`config.mk`:
```
export PLATFORM = sky130hd
export DESIGN_NAME = aud_dac_tx
export DESIGN_NICKNAME = d
export VERILOG_FILES = /design/src/rtl/aud_pkg.sv /design/src/rtl/aud_edge_sync.sv /design/src/rtl/aud_dac_tx.sv
export SDC_FILE = /design/constraint.sdc
export NUM_CORES = 1
export LEC_CHECK = 0
export ABC_AREA = 0
export BUFFER_PORTS_ARGS = -buffer_cell sky130_fd_sc_hd__buf_2
export CAP_MARGIN = 20
export CORE_MARGIN = 5
export CORE_UTILIZATION = 30
export DETAILED_ROUTE_END_ITERATION = 8
export PLACE_DENSITY_LB_ADDON = 0.12
export SLEW_MARGIN = 20
export SYNTH_ARGS = -nofsm -noshare
export SYNTH_HDL_FRONTEND = slang
export SYNTH_SLANG_ARGS = --single-unit
```
`constraint.sdc`:
```
create_clock -name CLOCK_50 -period 4.5 [get_ports CLOCK_50]
set_clock_uncertainty 0.05 [all_clocks]
set_input_delay 0 -clock CLOCK_50 [delete_from_list [all_inputs] [get_ports CLOCK_50]]
set_output_delay 0 -clock CLOCK_50 [all_outputs]
set_load 0.02 [all_outputs]
```
`src/rtl/aud_pkg.sv`:
```
// Shared types and constants for the WM8731 audio transmit path.
package aud_pkg;

  localparam int AUD_DW = 16;

  typedef enum logic [1:0] {
    IDLE,
    LEFT,
    RIGHT
  } aud_tx_state_t;

endpackage

```
`src/rtl/aud_edge_sync.sv`:
```
// Two-flop synchronizer for a codec clock pin with single-cycle rise/fall pulses.
module aud_edge_sync (
  input  logic CLOCK_50,
  input  logic RST,
  input  logic async_in,
  output logic rise,
  output logic fall
);

  logic [2:0] sync_q;
  logic [1:0] prime_cnt;
  logic       primed;

  // Pulses are held off until the pipeline holds real pin samples, so a pin
  // that is already high when reset releases is not mistaken for an edge.
  always_ff @(posedge CLOCK_50 or negedge RST) begin
    if (!RST) begin
      sync_q    <= '0;
      prime_cnt <= '0;
    end else begin
      sync_q <= {sync_q[1:0], async_in};
      if (prime_cnt != 2'd3) prime_cnt <= prime_cnt + 2'd1;
    end
  end

  assign primed = (prime_cnt == 2'd3);
  assign rise   = primed &  sync_q[1] & ~sync_q[2];
  assign fall   = primed & ~sync_q[1] &  sync_q[2];

endmodule

```
`src/rtl/aud_dac_tx.sv`:
```
// WM8731 DAC transmitter: one staged frame ahead, left-justified MSB-first per channel.
// Define AUD_DAC_TX_HOLD_EN to retransmit the previous frame on underrun instead of silence.
module aud_dac_tx
  import aud_pkg::*;
#(
  parameter int DW = AUD_DW
) (
  input  logic          CLOCK_50,
  input  logic          RST,
  input  logic          AUD_BCLK,
  input  logic          AUD_DACLRCK,
  input  logic          in_valid,
  output logic          in_ready,
  input  logic [DW-1:0] in_left,
  input  logic [DW-1:0] in_right,
  output logic          AUD_DACDAT,
  output logic          frame_start,
  output logic          underrun
);

  localparam int CW = $clog2(DW + 1);

  logic bclk_rise_unused, bclk_fall, lrck_rise, lrck_fall;

  aud_edge_sync u_bclk_sync (
    .CLOCK_50 (CLOCK_50),
    .RST      (RST),
    .async_in (AUD_BCLK),
    .rise     (bclk_rise_unused),
    .fall     (bclk_fall)
  );

  aud_edge_sync u_lrck_sync (
    .CLOCK_50 (CLOCK_50),
    .RST      (RST),
    .async_in (AUD_DACLRCK),
    .rise     (lrck_rise),
    .fall     (lrck_fall)
  );

  aud_tx_state_t state, state_n;
  logic [DW-1:0] stg_l, stg_r, act_l, act_r, sh;
  logic [DW-1:0] stg_l_n, stg_r_n, act_l_n, act_r_n, sh_n;
  logic          stg_full, stg_full_n;
  logic [CW-1:0] bitcnt, bitcnt_n;
  logic          frame_start_n, underrun_n;
  logic          accept, frame_load;

  always_ff @(posedge CLOCK_50 or negedge RST) begin
    if (!RST) begin
      state       <= IDLE;
      stg_l       <= '0;
      stg_r       <= '0;
      stg_full    <= 1'b0;
      act_l       <= '0;
      act_r       <= '0;
      sh          <= '0;
      bitcnt      <= '0;
      frame_start <= 1'b0;
      underrun    <= 1'b0;
    end else begin
      state       <= state_n;
      stg_l       <= stg_l_n;
      stg_r       <= stg_r_n;
      stg_full    <= stg_full_n;
      act_l       <= act_l_n;
      act_r       <= act_r_n;
      sh          <= sh_n;
      bitcnt      <= bitcnt_n;
      frame_start <= frame_start_n;
      underrun    <= underrun_n;
    end
  end

  // LRCK edges take priority over a coincident BCLK fall: the MSB is loaded, not shifted.
  always_comb begin
    state_n       = state;
    stg_l_n       = stg_l;
    stg_r_n       = stg_r;
    stg_full_n    = stg_full;
    act_l_n       = act_l;
    act_r_n       = act_r;
    sh_n          = sh;
    bitcnt_n      = bitcnt;
    frame_start_n = 1'b0;
    underrun_n    = 1'b0;
    accept        = in_valid & ~stg_full;
    frame_load    = lrck_rise & (state != LEFT);

    if (accept) begin
      stg_l_n    = in_left;
      stg_r_n    = in_right;
      stg_full_n = 1'b1;
    end

    if (frame_load) begin
      state_n       = LEFT;
      frame_start_n = 1'b1;
      if (stg_full) begin
        act_l_n    = stg_l;
        act_r_n    = stg_r;
        stg_full_n = 1'b0;
      end else begin
        underrun_n = 1'b1;
`ifdef AUD_DAC_TX_HOLD_EN
        act_l_n = act_l;
        act_r_n = act_r;
`else
        act_l_n = '0;
        act_r_n = '0;
`endif
      end
      sh_n     = act_l_n;
      bitcnt_n = '0;
    end else if (lrck_fall && (state == LEFT)) begin
      state_n  = RIGHT;
      sh_n     = act_r;
      bitcnt_n = '0;
    end else if (bclk_fall && (state != IDLE)) begin
      if (bitcnt < CW'(DW - 1)) begin
        sh_n     = {sh[DW-2:0], 1'b0};
        bitcnt_n = bitcnt + CW'(1);
      end else begin
        bitcnt_n = CW'(DW);
      end
    end
  end

  assign in_ready   = ~stg_full;
  assign AUD_DACDAT = (state != IDLE) && (bitcnt < CW'(DW)) ? sh[DW-1] : 1'b0;

endmodule

```
==> qor.yml <==
pwr:
  power-per-cell-area_nw_per_um2: 624
  internal_power_mw: 2.01
  irDropWorstVdd_v: 0.000185
  sw_frac_of_total: 0.297
  power.share.combinational: 0.286
  share_clk_of_total_power: 0.278
  power.static_leakage_nw: 2.11
  power.share.sequential: 0.436
  power_mw: 2.86
  netSwitchingPower_uw: 851
clock_network:
  clk-insertion-delay-late_ns: 0.33
  tritoncts.num_buffers: 9
  h_tree_depth: 3
  cts_root_buf: "sky130_fd_sc_hd__clkbuf_16"
  clock_sink_count: 84
  cts_tree: "built"
  post-cts-setup-buffer-count: 0
  clock_path_buffers: 2
  worst_setup_hold_path_clk_slew_ns: 0.06
timing:
  relSlewSlack: 0.363
  max_freq_mhz: 430
  grt_setup_unrepaired: "false"
  tns_ns: 0
  timing.final.hold_violations: 0
  slew_violations: 0
  timing_worst_slew_pin_value_ns: 0.953
  finalSetupViolCount: 0
  fin_crit_ns: 2.33
  fin_crit_sh: 0.517
layout:
  nets: 419
  antenna-diode-count: 0
  signed_area_change_from_the_synthesized_netlist_to_the_final_layout_pct: 27.0
  fraction_of_final_layout_cells_with_drive_strength_greater_than_1: 0.292
  postLayoutCoreUtil: 0.385
  num-fill-cells: 1218
synth:
  synth_area_per_cell_um2: 11.6
  ys_ff_latch: 84
  synth_flop_cell: "sky130_fd_sc_hd__dfrtp_1"
  syn-cell-area_um2: 3610
  synth_area_leader_cell: "sky130_fd_sc_hd__dfrtp_1"
  yosysTopAreaCellShare: 0.582
  synth.yosys.warnings: 0
  synth_nets: 351
  biggest_area_contributors_in_the_synthesized_netlist: "sky130_fd_sc_hd__dfrtp_1 58%, sky130_fd_sc_hd__mux2_2 12%, sky130_fd_sc_hd__a21oi_1 7.2%"
  netlist_top_cells_count: "84 x sky130_fd_sc_hd__dfrtp_1, 52 x sky130_fd_sc_hd__a21oi_1, 52 x sky130_fd_sc_hd__nand2_1"
  synth_most_common_cell: "sky130_fd_sc_hd__dfrtp_1"
  yosysSeqAreaShare: 0.582
  synth-edff-count: 0
  postSynthCellCount: 311
  synthArstFlopShare: 1.00
  synthDistinctLibCells: 31
detailed_routing:
  final_antenna_net_count: 0
  highest_routing_layer_actually_used: "met4"
  residual_drc_count: 0
  drtIter0Drc: 80
  dr.pass1.iters: 4
  wire_per_inst_um: 14.2
  detail_route.vias_per_cell: 4.61
  met1_length_mm: 3.98
  routed-wl-met3_um: 195
  detail_route.wirelength_mm: 7.52
  routed-via-count: 2445
  routed-wl-met2_mm: 3.14
setup_path:
  regToRegSetupSlack_ns: 2.17
  worst-setup-path-type: "register to register"
  critPathBufInv: 2
  cpMostUsedCell: "sky130_fd_sc_hd__a21oi_1"
  slowest_cell_on_the_critical_path: "sky130_fd_sc_hd__dfrtp_1"
  critPathRequiredTime_ns: 4.67
  setup.worst_path.start_class: "register"
  kind_of_end_point_of_the_critical_path: "register"
  cp_cell_sequence: "ha_1, nand4b_2, buf_4, inv_2, a21oi_1, a21oi_1, mux2_4"
  r2r_cells: 7
  r2r_start: "u_lrck_sync.prime_cnt[0]"
  cp.arrival_ns: 2.49
  crit_start: "u_lrck_sync.prime_cnt[0]"
  critical_path.reg2reg.endpoint: "sh[10]"
  critPathTopFamily: "buffers and inverters"
  critical-path-max-stage-delay_ns: 0.39
  path_max_fanout: 35
global_routing:
  maximum_number_of_pins_on_one_net_before_global_route_repair: 85
  grt_remaining_overflow: 0
  track_usage: 0.116
  grt_pass1_vias: 2627
  antenna_found_initial: 0
  grt_first_pass_wirelength_mm: 13.2
place:
  gpl.final_weighted_congestion: 0.763
  buffer_ports.inserted: 40
  place_hpwl_mm: 4.62
floorplanning:
  placementRows: 40
  die_height_um: 120
  ios: 41
  dieArea_um2: 14300
  initial_core_util: 0.303
  coreArea_um2: 11900
  die_w_um: 120
min_path:
  hold_class: "input port to async pin"
job:
  drv_cap: 0
run_status:
  result_of_the_run: "complete, no violations"
## cells by family (layout without fill, tap and decap cells)
family / count (synthesis) / in the layout / synth area share
xor+xnor: 2 / 2 / 0.00485
flops: 84 / 84 / 0.582
fa+ha+maj: 3 / 3 / 0.0104
simple gates: 92 / 92 / 0.117
mux: 50 / 50 / 0.166
buf+inv: 22 / 94 / 0.0340
compound gates: 58 / 58 / 0.0849
## per-layer routing
metal	global-route usage	vias up
met4	0.0644	0
met1	0.170	1188
met3	0.0179	13
met5	0	-
met2	0.163	36
li1	-	1208
## placed cells by master, fill, tap and decap left out, types with 2 or more instances in the layout
cell	Yosys	layout
sky130_fd_sc_hd__a21o_1	2	2
sky130_fd_sc_hd__clkbuf_16	0	9
sky130_fd_sc_hd__xnor2_1	2	2
sky130_fd_sc_hd__mux2_2	40	40
sky130_fd_sc_hd__nand2_1	52	52
sky130_fd_sc_hd__mux2_4	10	10
sky130_fd_sc_hd__a21oi_1	52	52
sky130_fd_sc_hd__dfrtp_1	84	84
sky130_fd_sc_hd__nor2_1	8	8
sky130_fd_sc_hd__dlygate4sd3_1	0	35
sky130_fd_sc_hd__clkbuf_8	0	2
sky130_fd_sc_hd__nor3_1	2	2
sky130_fd_sc_hd__buf_4	2	2
sky130_fd_sc_hd__nand3_1	18	18
sky130_fd_sc_hd__bufinv_16	0	2
sky130_fd_sc_hd__ha_1	3	3
sky130_fd_sc_hd__buf_2	7	39
sky130_fd_sc_hd__and3_1	2	2
sky130_fd_sc_hd__o21ai_0	2	2
## power by group through the flow
stage,logic [mW],clock network [mW],registers [mW]
detailed placement,0.813,0,1.26
CTS,0.838,0.821,1.25
global placement,0.800,0,1.26
finish,0.818,0.795,1.25
floorplan,0.677,0,1.20
global route,0.929,0.848,1.29
## how the worst max path moves through the flow
stage	end	slack, ns	cells after the start
floorplan	sh[10]	2.75	7
global placement	sh[15]	2.16	7
detailed placement	sh[9]	2.17	7
CTS	sh[2]	2.16	5
global route	sh[7]	2.00	7
finish	sh[10]	2.17	7
## sequential cells by signal (all words and copies together) (netlist names)
register               count
sh                        16
u_bclk_sync.sync_q         3
stg_r                     16
stg_full                   1
u_bclk_sync.prime_cnt      2
bitcnt                     5
state                      2
act_r                     16
underrun                   1
u_lrck_sync.prime_cnt      2
stg_l                     16
u_lrck_sync.sync_q         3
frame_start                1
## cell type report
class                           instances  area [um^2]  share of cell area
Sequential cell                        84         2100               0.459
Tap cell                              147          184              0.0401
Timing Repair Buffer                   77          572               0.125
Inverter                                2         7.51             0.00164
Clock inverter                          4         72.6              0.0158
Multi-Input combinational cell        205         1390               0.304
Clock buffer                           11          253              0.0551
## timing repair
action | 4_1_cts | 5_1_grt
setup endpoints to repair | 0 | 0
resized for setup | 0 | 0
endpoints found under the hold margin | 118 | 0
hold buffers | 35 | 0
## worst register-to-register path: stages (launching register included)
cell	delay, ns
sky130_fd_sc_hd__dfrtp_1	0.39
sky130_fd_sc_hd__ha_1	0.28
sky130_fd_sc_hd__nand4b_2	0.12
sky130_fd_sc_hd__buf_4	0.36
sky130_fd_sc_hd__inv_2	0.36
sky130_fd_sc_hd__a21oi_1	0.30
sky130_fd_sc_hd__a21oi_1	0.10
sky130_fd_sc_hd__mux2_4	0.25
## metrics by stage
step / instances / hold slack [ns] / instance area [um^2] / setup slack, ns
6_report: 530 / 0.234 / 4580 / 2.17
5_1_grt: 530 / 0.257 / 4580 / 2.00
4_1_cts: 530 / 0.241 / 4580 / 2.16
3_5_place_dp: 480 / 0.0650 / 3900 / 2.17
3_3_place_gp: 480 / 0.0585 / 3900 / 2.16
2_1_floorplan: 311 / -0.346 / 3610 / 2.75
Note: power is estimated with default switching activity, not from simulation.
